## src/rtl/avalon_pio_bank.sv

```systemverilog
// avalon_pio_bank
// Bank of Avalon-MM mapped parallel I/O channels:
//   - N_OUT read/write output words driven onto pio_out
//   - N_IN asynchronous input words, each synchronised, debounced and
//     edge-captured into sticky write-1-to-clear bits
//   - one registered level interrupt from the masked capture bits
//
// Ports
//   clk_clk            single clock; all logic is in this domain
//   reset_reset_n      asynchronous active-low reset
//   avs_address        word address (6 bits)
//   avs_read           read strobe
//   avs_write          write strobe
//   avs_writedata      write data
//   avs_byteenable     write byte lanes
//   avs_readdata       read data, registered
//   avs_readdatavalid  high for the single cycle after a read strobe
//   avs_waitrequest    always 0
//   pio_out            output channels, channel i at [i*DATA_W +: DATA_W]
//   pio_in             asynchronous input channels, same packing
//   irq                level interrupt
//
// Bus handshake: the slave never stalls (waitrequest is 0). A read or
// write is accepted in every cycle its strobe is high. Each accepted read
// returns data with readdatavalid high in exactly the following cycle, so
// reads may be issued back to back. A read and write in the same cycle
// return the pre-write contents.
//
// Register map (word addresses)
//   0x00+i  OUT[i]   RW, byte-lane masked
//   0x10+j  IN[j]    RO, debounced value
//   0x18+j  CAP[j]   write 1 to clear, byte-lane masked
//   0x20+j  MASK[j]  RW, byte-lane masked
//   anything else, or a channel index beyond N_OUT/N_IN, reads 0 and
//   ignores writes.

module avalon_pio_bank #(
  parameter int DATA_W          = 32,
  parameter int N_OUT           = 4,
  parameter int N_IN            = 2,
  parameter int DEBOUNCE_CYCLES = 50000,
  parameter int EDGE_MODE       = 1
) (
  input  logic                      clk_clk,
  input  logic                      reset_reset_n,
  input  logic [5:0]                avs_address,
  input  logic                      avs_read,
  input  logic                      avs_write,
  input  logic [DATA_W-1:0]         avs_writedata,
  input  logic [DATA_W/8-1:0]       avs_byteenable,
  output logic [DATA_W-1:0]         avs_readdata,
  output logic                      avs_readdatavalid,
  output logic                      avs_waitrequest,
  output logic [N_OUT*DATA_W-1:0]   pio_out,
  input  logic [N_IN*DATA_W-1:0]    pio_in,
  output logic                      irq
);

  localparam int NB    = DATA_W / 8;
  localparam int CNT_W = (DEBOUNCE_CYCLES < 1) ? 1 : $clog2(DEBOUNCE_CYCLES + 1);
  localparam logic [CNT_W-1:0] CNT_MAX =
    (DEBOUNCE_CYCLES < 1) ? '0 : CNT_W'(DEBOUNCE_CYCLES - 1);

  localparam logic [5:0] OUT_BASE  = 6'h00;
  localparam logic [5:0] IN_BASE   = 6'h10;
  localparam logic [5:0] CAP_BASE  = 6'h18;
  localparam logic [5:0] MASK_BASE = 6'h20;

  assign avs_waitrequest = 1'b0;

  // Reset asserts asynchronously and is released on a clock edge, so every
  // flop below leaves reset in the same cycle.
  logic [1:0] rst_sync;
  logic       rst_n;

  always_ff @(posedge clk_clk or negedge reset_reset_n) begin
    if (!reset_reset_n) rst_sync <= 2'b00;
    else                rst_sync <= {rst_sync[0], 1'b1};
  end

  assign rst_n = rst_sync[1];

  // Byte-lane enables expanded to a bit mask.
  logic [DATA_W-1:0] be_mask;

  always_comb begin
    be_mask = '0;
    for (int b = 0; b < NB; b++) begin
      be_mask[b*8 +: 8] = {8{avs_byteenable[b]}};
    end
  end

  logic [DATA_W-1:0] out_arr  [N_OUT];
  logic [DATA_W-1:0] in_arr   [N_IN];
  logic [DATA_W-1:0] cap_arr  [N_IN];
  logic [DATA_W-1:0] mask_arr [N_IN];

  // ---------------------------------------------------------------------
  // Output channels
  // ---------------------------------------------------------------------
  for (genvar i = 0; i < N_OUT; i++) begin : g_out
    logic [DATA_W-1:0] out_q;

    always_ff @(posedge clk_clk or negedge rst_n) begin
      if (!rst_n) begin
        out_q <= '0;
      end else if (avs_write && (avs_address == OUT_BASE + 6'(i))) begin
        out_q <= (out_q & ~be_mask) | (avs_writedata & be_mask);
      end
    end

    assign out_arr[i]                    = out_q;
    assign pio_out[i*DATA_W +: DATA_W]   = out_q;
  end

  // ---------------------------------------------------------------------
  // Input channels: synchroniser, debounce, edge capture, mask
  // ---------------------------------------------------------------------
  for (genvar j = 0; j < N_IN; j++) begin : g_in
    logic [DATA_W-1:0] sync_a;
    logic [DATA_W-1:0] sync_b;
    logic [DATA_W-1:0] in_q;
    logic [DATA_W-1:0] in_prev;
    logic [DATA_W-1:0] cap_q;
    logic [DATA_W-1:0] mask_q;
    logic [DATA_W-1:0] edge_hit;
    logic [DATA_W-1:0] cap_clr;

    always_ff @(posedge clk_clk or negedge rst_n) begin
      if (!rst_n) begin
        sync_a <= '0;
        sync_b <= '0;
      end else begin
        sync_a <= pio_in[j*DATA_W +: DATA_W];
        sync_b <= sync_a;
      end
    end

    if (DEBOUNCE_CYCLES == 0) begin : g_bypass
      always_ff @(posedge clk_clk or negedge rst_n) begin
        if (!rst_n) in_q <= '0;
        else        in_q <= sync_b;
      end
    end else begin : g_debounce
      logic [CNT_W-1:0] cnt;

      // The change test looks at the word about to enter sync_b, so the
      // counter restarts in the same cycle the synchronised word changes.
      always_ff @(posedge clk_clk or negedge rst_n) begin
        if (!rst_n) begin
          cnt  <= '0;
          in_q <= '0;
        end else if (sync_a != sync_b) begin
          cnt <= '0;
        end else if (cnt != CNT_MAX) begin
          cnt <= cnt + CNT_W'(1);
        end else begin
          in_q <= sync_b;
        end
      end
    end

    always_comb begin
      if (EDGE_MODE == 0)      edge_hit = in_q & ~in_prev;
      else if (EDGE_MODE == 1) edge_hit = ~in_q & in_prev;
      else                     edge_hit = in_q ^ in_prev;
    end

    always_comb begin
      cap_clr = '0;
      if (avs_write && (avs_address == CAP_BASE + 6'(j))) begin
        cap_clr = avs_writedata & be_mask;
      end
    end

    // in_prev starts at 0 after reset, so an input held high through reset
    // shows up as a rising edge once it has been debounced.
    // A new edge wins over a simultaneous clear of the same bit.
    always_ff @(posedge clk_clk or negedge rst_n) begin
      if (!rst_n) begin
        in_prev <= '0;
        cap_q   <= '0;
      end else begin
        in_prev <= in_q;
        cap_q   <= (cap_q & ~cap_clr) | edge_hit;
      end
    end

    always_ff @(posedge clk_clk or negedge rst_n) begin
      if (!rst_n) begin
        mask_q <= '0;
      end else if (avs_write && (avs_address == MASK_BASE + 6'(j))) begin
        mask_q <= (mask_q & ~be_mask) | (avs_writedata & be_mask);
      end
    end

    assign in_arr[j]   = in_q;
    assign cap_arr[j]  = cap_q;
    assign mask_arr[j] = mask_q;
  end

  // ---------------------------------------------------------------------
  // Read path: decode sampled in the read cycle, returned one cycle later
  // ---------------------------------------------------------------------
  logic [DATA_W-1:0] rd_val;

  always_comb begin
    rd_val = '0;
    for (int i = 0; i < N_OUT; i++) begin
      if (avs_address == OUT_BASE + 6'(i)) rd_val = out_arr[i];
    end
    for (int j = 0; j < N_IN; j++) begin
      if (avs_address == IN_BASE   + 6'(j)) rd_val = in_arr[j];
      if (avs_address == CAP_BASE  + 6'(j)) rd_val = cap_arr[j];
      if (avs_address == MASK_BASE + 6'(j)) rd_val = mask_arr[j];
    end
  end

  always_ff @(posedge clk_clk or negedge rst_n) begin
    if (!rst_n) begin
      avs_readdata      <= '0;
      avs_readdatavalid <= 1'b0;
    end else begin
      avs_readdatavalid <= avs_read;
      if (avs_read) avs_readdata <= rd_val;
    end
  end

  // ---------------------------------------------------------------------
  // Interrupt
  // ---------------------------------------------------------------------
  logic irq_term;

  always_comb begin
    irq_term = 1'b0;
    for (int j = 0; j < N_IN; j++) begin
      irq_term = irq_term | (|(cap_arr[j] & mask_arr[j]));
    end
  end

  always_ff @(posedge clk_clk or negedge rst_n) begin
    if (!rst_n) irq <= 1'b0;
    else        irq <= irq_term;
  end

endmodule

```

## config.mk

```make
export PLATFORM = sky130hd
export DESIGN_NAME = avalon_pio_bank
export DESIGN_NICKNAME = d
export VERILOG_FILES = /design/src/rtl/avalon_pio_bank.sv
export SDC_FILE = /design/constraint.sdc
export NUM_CORES = 1
export LEC_CHECK = 0
export BUFFER_PORTS_ARGS = -buffer_cell sky130_fd_sc_hd__buf_2
export CAP_MARGIN = 15
export CORE_AREA = 2 2 230 232
export CTS_CLUSTER_DIAMETER = 30
export CTS_CLUSTER_SIZE = 25
export DETAILED_ROUTE_END_ITERATION = 12
export DIE_AREA = 0 0 232 234
export PLACE_DENSITY = 0.66
export SLEW_MARGIN = 20
export SYNTH_ARGS = -nofsm -noshare
export SYNTH_HDL_FRONTEND = slang
export SYNTH_SLANG_ARGS = --single-unit
export TNS_END_PERCENT = 10
```

## constraint.sdc

```tcl
create_clock -name clk_clk -period 16.3 [get_ports clk_clk]
set_input_delay 3.26 -clock clk_clk [delete_from_list [all_inputs] [get_ports clk_clk]]
set_output_delay 3.26 -clock clk_clk [all_outputs]
set_load 0.1 [all_outputs]
```

==> impl_metrics.yaml, run 1 <==
outcome:
  status: "finished clean"
floorplanning:
  core-area_sq_mm: 0.0520
  dieHeight_um: 234
  die_w_um: 232
  num_io_pins: 273
  die-area_sq_mm: 0.0543
  rows: 84
  start_util_pct: 44.6
clocking:
  cts_resized: 0
  clk_latency_ns: 0.67
  cts.sinks: 580
  post-cts-setup-buffer-count: 0
  holdBufCountCts: 0
  cts_buffers: 118
  cts_tree: "built"
  cts_buffer_depth: 3
  htree_levels: 3
  cts_root_buf: "clkbuf_16"
  clk_pin_slew_ns: 0.05
placement:
  portBuffers: 271
  dp_slack_ns: 10.04
  gp_congestion: 0.928
  dpl.hpwl_um: 47700
logic_synthesis:
  synthFlopType: "dfrtp_1"
  synth.distinct_cells: 47
  synth-seq-cells: 580
  synth_warnings: 0
  synth_fp_nets: 1762
  yosysSeqAreaShare_pct: 62.6
  async_reset_ff_share_pct: 100
  syn-cell-area_sq_mm: 0.0232
  syn_area_per_cell_sq_um: 14.1
  netlist_instances: 1650
  synth-edff-count: 0
sta:
  rsz0062_at_grt: "false"
  clock_skew_ns: 0.0429
  period_share_pct: 34.3
  fin_crit_ns: 5.60
  relSlewSlack_pct: 32.2
  setup_viol: 0
  max_freq_mhz: 179
  setup-tns-final_ns: 0
  hold_viol_final: 0
  fin_ws_ns: 10.70
  hold_slack_ns: 0.346
  slew_viol_final: 0
  tightestPinTransition_ns: 1.02
grt:
  grt_max_degree: 175
  grtUsageTotal_pct: 25.7
  overflow: 0
  grt_pass1_wl_um: 104000
  antenna_found_initial: 3
  grt_pass1_vias: 16635
critical_path:
  critPathCaptureType: "flop"
  arrival_ns: 6.13
  path_class: "input port to flop"
  critPathRequiredTime_ns: 16.83
  cp_max_fo: 37
  regToRegSetupSlack_ns: 12.74
  startpoint_type: "input port"
drt:
  drt.antenna.violating_nets: 0
  first_iter_violations: 1598
  vias: 16147
  avgRoutedWirePerCell_um: 24.7
  drtPass1Iterations: 6
  avgViaCountPerCell: 5.80
  routed_wl_um: 68700
  route.detailed.drc: 0
power:
  comb_power_share_pct: 8.6
  p_int_mw: 3.48
  peakVddDrop_uv: 113
  powerDensity_mw_per_mm2: 156
  power_frac_clock_pct: 57.9
  switching_share_pct: 25.1
  p_sw_mw: 1.16
  seqPwrFrac_pct: 33.5
  leakage_nw: 14.2
  power_mw: 4.64
cells_and_area:
  drive_gt1_share_pct: 39.2
  utilization_pct: 57.3
  fill_cells: 4075
  area_growth_pct: 28.7
  final_nets: 2102
run:
  max_cap_violations: 0
hold_path:
  hp-class: "flop to flop"
==> stage by stage <==
step                cell area [sq um]  cells
CTS                             29800   2782
global route                    29800   2783
floorplan                       23200   1650
global placement                25300   2558
detailed placement              25300   2558
finish                          29800   2784
==> synthesized netlist by cell type (2+ instances only) <==
cell	n	area share, %
nor4bb_1	4	0.17
xnor2_1	41	1.5
mux2i_1	2	0.086
and3_1	20	0.54
nor3_1	2	0.043
a221o_1	32	1.4
conb_1	2	0.032
or4_1	2	0.065
o221ai_1	26	0.98
nand2b_1	3	0.081
nand2_1	85	1.4
o21ai_0	8	0.17
and2_1	2	0.054
buf_2	26	0.56
a31oi_1	8	0.22
o211ai_1	22	0.71
buf_1	2	0.032
a22o_1	80	3.0
dfrtp_1	580	63
or2_2	2	0.054
nor4_1	11	0.30
a21oi_1	18	0.39
mux2_1	2	0.097
nand4b_1	3	0.11
nor2_1	46	0.74
mux2_2	254	12
ha_1	2	0.11
a311oi_1	8	0.30
nor4b_1	4	0.15
a22oi_1	32	1.0
and4_1	3	0.11
a21o_1	16	0.52
a221oi_1	32	1.2
nand3_1	20	0.43
nor2_4	2	0.097
clkbuf_1	43	0.70
mux4_2	32	3.1
nand4_1	23	0.62
inv_1	76	1.2
xor2_1	51	1.9
nor2_2	17	0.46
==> critical path: stages <==
cell and delay, ns:
buf_2 0.08, buf_4 0.58, nand2b_1 0.48, nor2_4 0.47, buf_4 0.40, nand3_1 0.38
mux2_2 0.40
==> final timing paths <==
path / cells past startpoint / endpoint / start
worst min-delay path: 0 / rst_sync[1] / rst_sync[0]
worst min register to register: 0 / rst_sync[1] / rst_sync[0]
max in group asynchronous: 3 / async pin / rst_sync[1]
worst max register to register: 3 / async pin / rst_sync[1]
worst max-delay path: 7 / flop / avs_address[0]
min in group asynchronous: 0 / g_in[1].sync_a[22] / rst_sync[1]
==> cell type report <==
type,instances,area (sq um),share of cell area (%)
sequential,580,14500,48.7
clock inverter,74,1220,4.10
timing repair buffer,292,1530,5.12
multi-input combinational,922,8090,27.1
clock buffer,150,3320,11.1
tap,688,861,2.89
inverter,76,285,0.956
antenna,2,5.00,0.0168
==> cells by family (layout without fill, tap and decap cells) <==
kind of cell    Yosys count  count (layout)  share of synthesized area (%)
compound gates          283             283                           9.97
xor+xnor                 92              92                           3.48
fa+ha+maj                 2               2                          0.108
buf+inv                 148             592                           2.55
flops                   580             580                           62.6
mux                     290             290                           15.6
other cells               2               4                         0.0324
simple gates            253             253                           5.62
==> layer usage <==
| layer | wire length, um | part of all wire [%] | GRT usage [%] | vias to the layer above |
|---|---|---|---|---|
| met1 | 27500 | 40 | 34.2 | 8367 |
| met4 | 3190 | 4.6 | 12.3 | 2 |
| met2 | 32200 | 47 | 40.3 | 768 |
| met3 | 5840 | 8.5 | 5.59 | 178 |
| li1 | - | - | - | 6832 |
| met5 | 11 | 0.016 | 0 | - |
==> power groups by stage <==
stage / Clock, mW / Combinational, mW / Sequential [mW]
finish: 2.69 / 0.397 / 1.56
CTS: 2.72 / 0.401 / 1.56
global placement: 0 / 0.396 / 1.58
global route: 2.80 / 0.415 / 1.56
detailed placement: 0 / 0.399 / 1.58
floorplan: 0 / 0.0824 / 1.78
==> cell usage in the layout, fill, tap and decap left out, types with 26 or more instances in the layout <==
cell type	instances
a221oi_1	32
clkbuf_16	119
mux4_2	32
xor2_1	51
buf_2	271
inv_1	76
o221ai_1	26
mux2_2	254
a22o_1	80
nand2_1	85
xnor2_1	41
a221o_1	32
bufinv_16	29
a22oi_1	32
nor2_1	45
dfrtp_1	579
No activity file was read; power rests on OpenSTA's default activity.
==> inputs of run 2 (changes only) <==
clock period = 4.9 ns   (was 16.3 ns; I/O delays follow)
==> run 2 against run 1 <==
  * Critical path depth is 2 lower
  * Worst setup slack got worse by 8.7 ns
  * Flip-flop and latch count is the same
  * Largest power group unchanged
==> impl_metrics.yaml, run 2 (synthesis gave the netlist of run 1 again) <==
drt:
  avgViaCountPerCell: 5.81
  routed_wl_um: 69800
  drt.antenna.violating_nets: 0
  route.detailed.drc: 0
  avgRoutedWirePerCell_um: 25.2
  drtPass1Iterations: 5
  vias: 16104
  first_iter_violations: 1514
critical_path:
  crit_family: "simple AND/OR/NAND/NOR gates"
  cp_max_fo: 21
  crit_path_max_incr_delay_ns: 0.67
  arrival_ns: 3.42
  critPathRequiredTime_ns: 5.43
  path_buf_inv: 1
  slowest_stage: "or4b_1"
  startpoint_type: "input port"
  path_class: "input port to flop"
  critPathCaptureType: "flop"
  crit_chain: "buf_2 -> or4b_1 -> nor2_4 -> nand3_1 -> mux2_2"
grt:
  grtUsageTotal_pct: 26.0
  antenna_found_initial: 3
  met2_usage_pct: 39.9
  grtUsageMet1_pct: 34.2
  grt_max_degree: 168
  met3_usage_pct: 7.36
  grt_pass1_vias: 16595
  busiest_layer: "met2"
  grt_pass1_wl_um: 105000
  overflow: 0
cells_and_area:
  final_nets: 2101
  fill_cells: 4180
  multi_input_area_sq_mm: 0.00809
  final_common_cell: "dfrtp_1"
  area_growth_pct: 26.7
  seq_area_sq_mm: 0.0145
  layout_common_cells: "dfrtp_1 (579), buf_2 (271), mux2_2 (254), clkbuf_16 (113), nand2_1 (85)"
  drive_gt1_share_pct: 38.5
floorplanning:
  rows: 84
  dieHeight_um: 234
  die-area_sq_mm: 0.0543
  core-area_sq_mm: 0.0520
  start_util_pct: 44.6
  die_w_um: 232
  num_io_pins: 273
power:
  power_frac_clock_pct: 55.4
  p_int_mw: 10.7
  leakage_nw: 14.0
  powerDensity_mw_per_mm2: 496
  switching_share_pct: 26.3
  comb_power_share_pct: 9.1
  p_sw_mw: 3.84
  seqPwrFrac_pct: 35.5
  peakVddDrop_uv: 414
clocking:
  cts_root_buf: "clkbuf_16"
  cts_tree: "built"
  cts_resized: 0
  post-cts-setup-buffer-count: 0
  holdBufCountCts: 0
  cts.sinks: 580
  htree_levels: 3
  clk_latency_ns: 0.66
  cts_buffer_depth: 3
  cts_buffers: 113
  clk_pin_slew_ns: 0.05
sta:
  slew_viol_final: 0
  setup_viol: 0
  fin_crit_ns: 2.90
  period_share_pct: 59.1
  fin_ws_ns: 2.00
  clock_skew_ns: 0.0231
  rsz0062_at_grt: "false"
  tightestPinTransition_ns: 0.865
  hold_viol_final: 0
  max_freq_mhz: 345
  relSlewSlack_pct: 42.3
  setup-tns-final_ns: 0
placement:
  dp_slack_ns: 1.40
  gp_congestion: 0.923
  dpl.hpwl_um: 48800
  portBuffers: 271
run:
  max_cap_violations: 0
outcome:
  status: "finished clean"
hold_path:
  hp-class: "input port to async pin"
run 2: cell count changes in the layout (fill, tap and decap cells not counted), sizes merged:
| cell | before | now |
|---|---|---|
| buf | 292 | 296 |
| bufinv | 29 | 20 |
| clkbuf | 150 | 140 |
| clkinvlp | 12 | 11 |
| diode | 2 | 1 |
| inv | 78 | 85 |
run 2: metrics by stage:
stage | instance area [sq um] | utilization [%] | cells | hold slack, ns | power, mW
after detailed placement | 25300 | 48.7 | 2562 | 0.340 | 6.58
after floorplan | 23200 | - | 1650 | 0.331 | 6.21
final | 29400 | 56.5 | 2774 | 0.111 | 14.6
after global placement | 25300 | 48.7 | 2562 | 0.338 | 6.56
after CTS | 29400 | 56.5 | 2773 | 0.0823 | 14.7
after global routing | 29400 | 56.5 | 2774 | 0.0976 | 15.0
run 2: power groups by stage:
stage | Combinational [mW] | Sequential (mW) | Clock, mW
6_report | 1.33 | 5.18 | 8.07
5_1_grt | 1.39 | 5.20 | 8.46
4_1_cts | 1.34 | 5.18 | 8.17
3_5_place_dp | 1.33 | 5.25 | 0
3_3_place_gp | 1.32 | 5.24 | 0
2_1_floorplan | 0.274 | 5.93 | 0
run 2: cell type report:
type	instances	share of cell area, %
Multi-Input combinational cell	922	27.5
Clock inverter	71	3.47
Sequential cell	580	49.4
Inverter	76	0.971
Clock buffer	140	10.3
Antenna cell	1	0.00852
Tap cell	688	2.93
Timing Repair Buffer	296	5.38
run 2: worst register-to-register path, cell delays in order, from the launching register on:
cell and delay (ns):
dfrtp_1 0.38, ha_1 0.23, nand3_1 0.12, nand4b_1 0.58, nor3_2 0.33, buf_4 0.40, mux2_2 0.41
run 2: metal layers:
metal,share of wire (%),wire (um)
met5,0.019,13
met3,8.8,6110
met4,4.6,3190
met2,46,32300
met1,40,28300
run 2: worst paths after layout:
check                                                from  cells past startpoint  slack, ns            endpoint
worst max-delay path                       avs_address[2]                      5       2.00                flop
worst min-delay path                        reset_reset_n                      1       0.11         rst_sync[1]
worst max register to register  g_in[0].g_debounce.cnt[0]                      6       2.32     g_in[0].in_q[6]
worst min register to register                rst_sync[1]                      0       0.35  g_in[0].sync_a[15]
max in group asynchronous                     rst_sync[1]                      1       3.23           async pin
min in group clk_clk                          rst_sync[0]                      0       0.35         rst_sync[1]
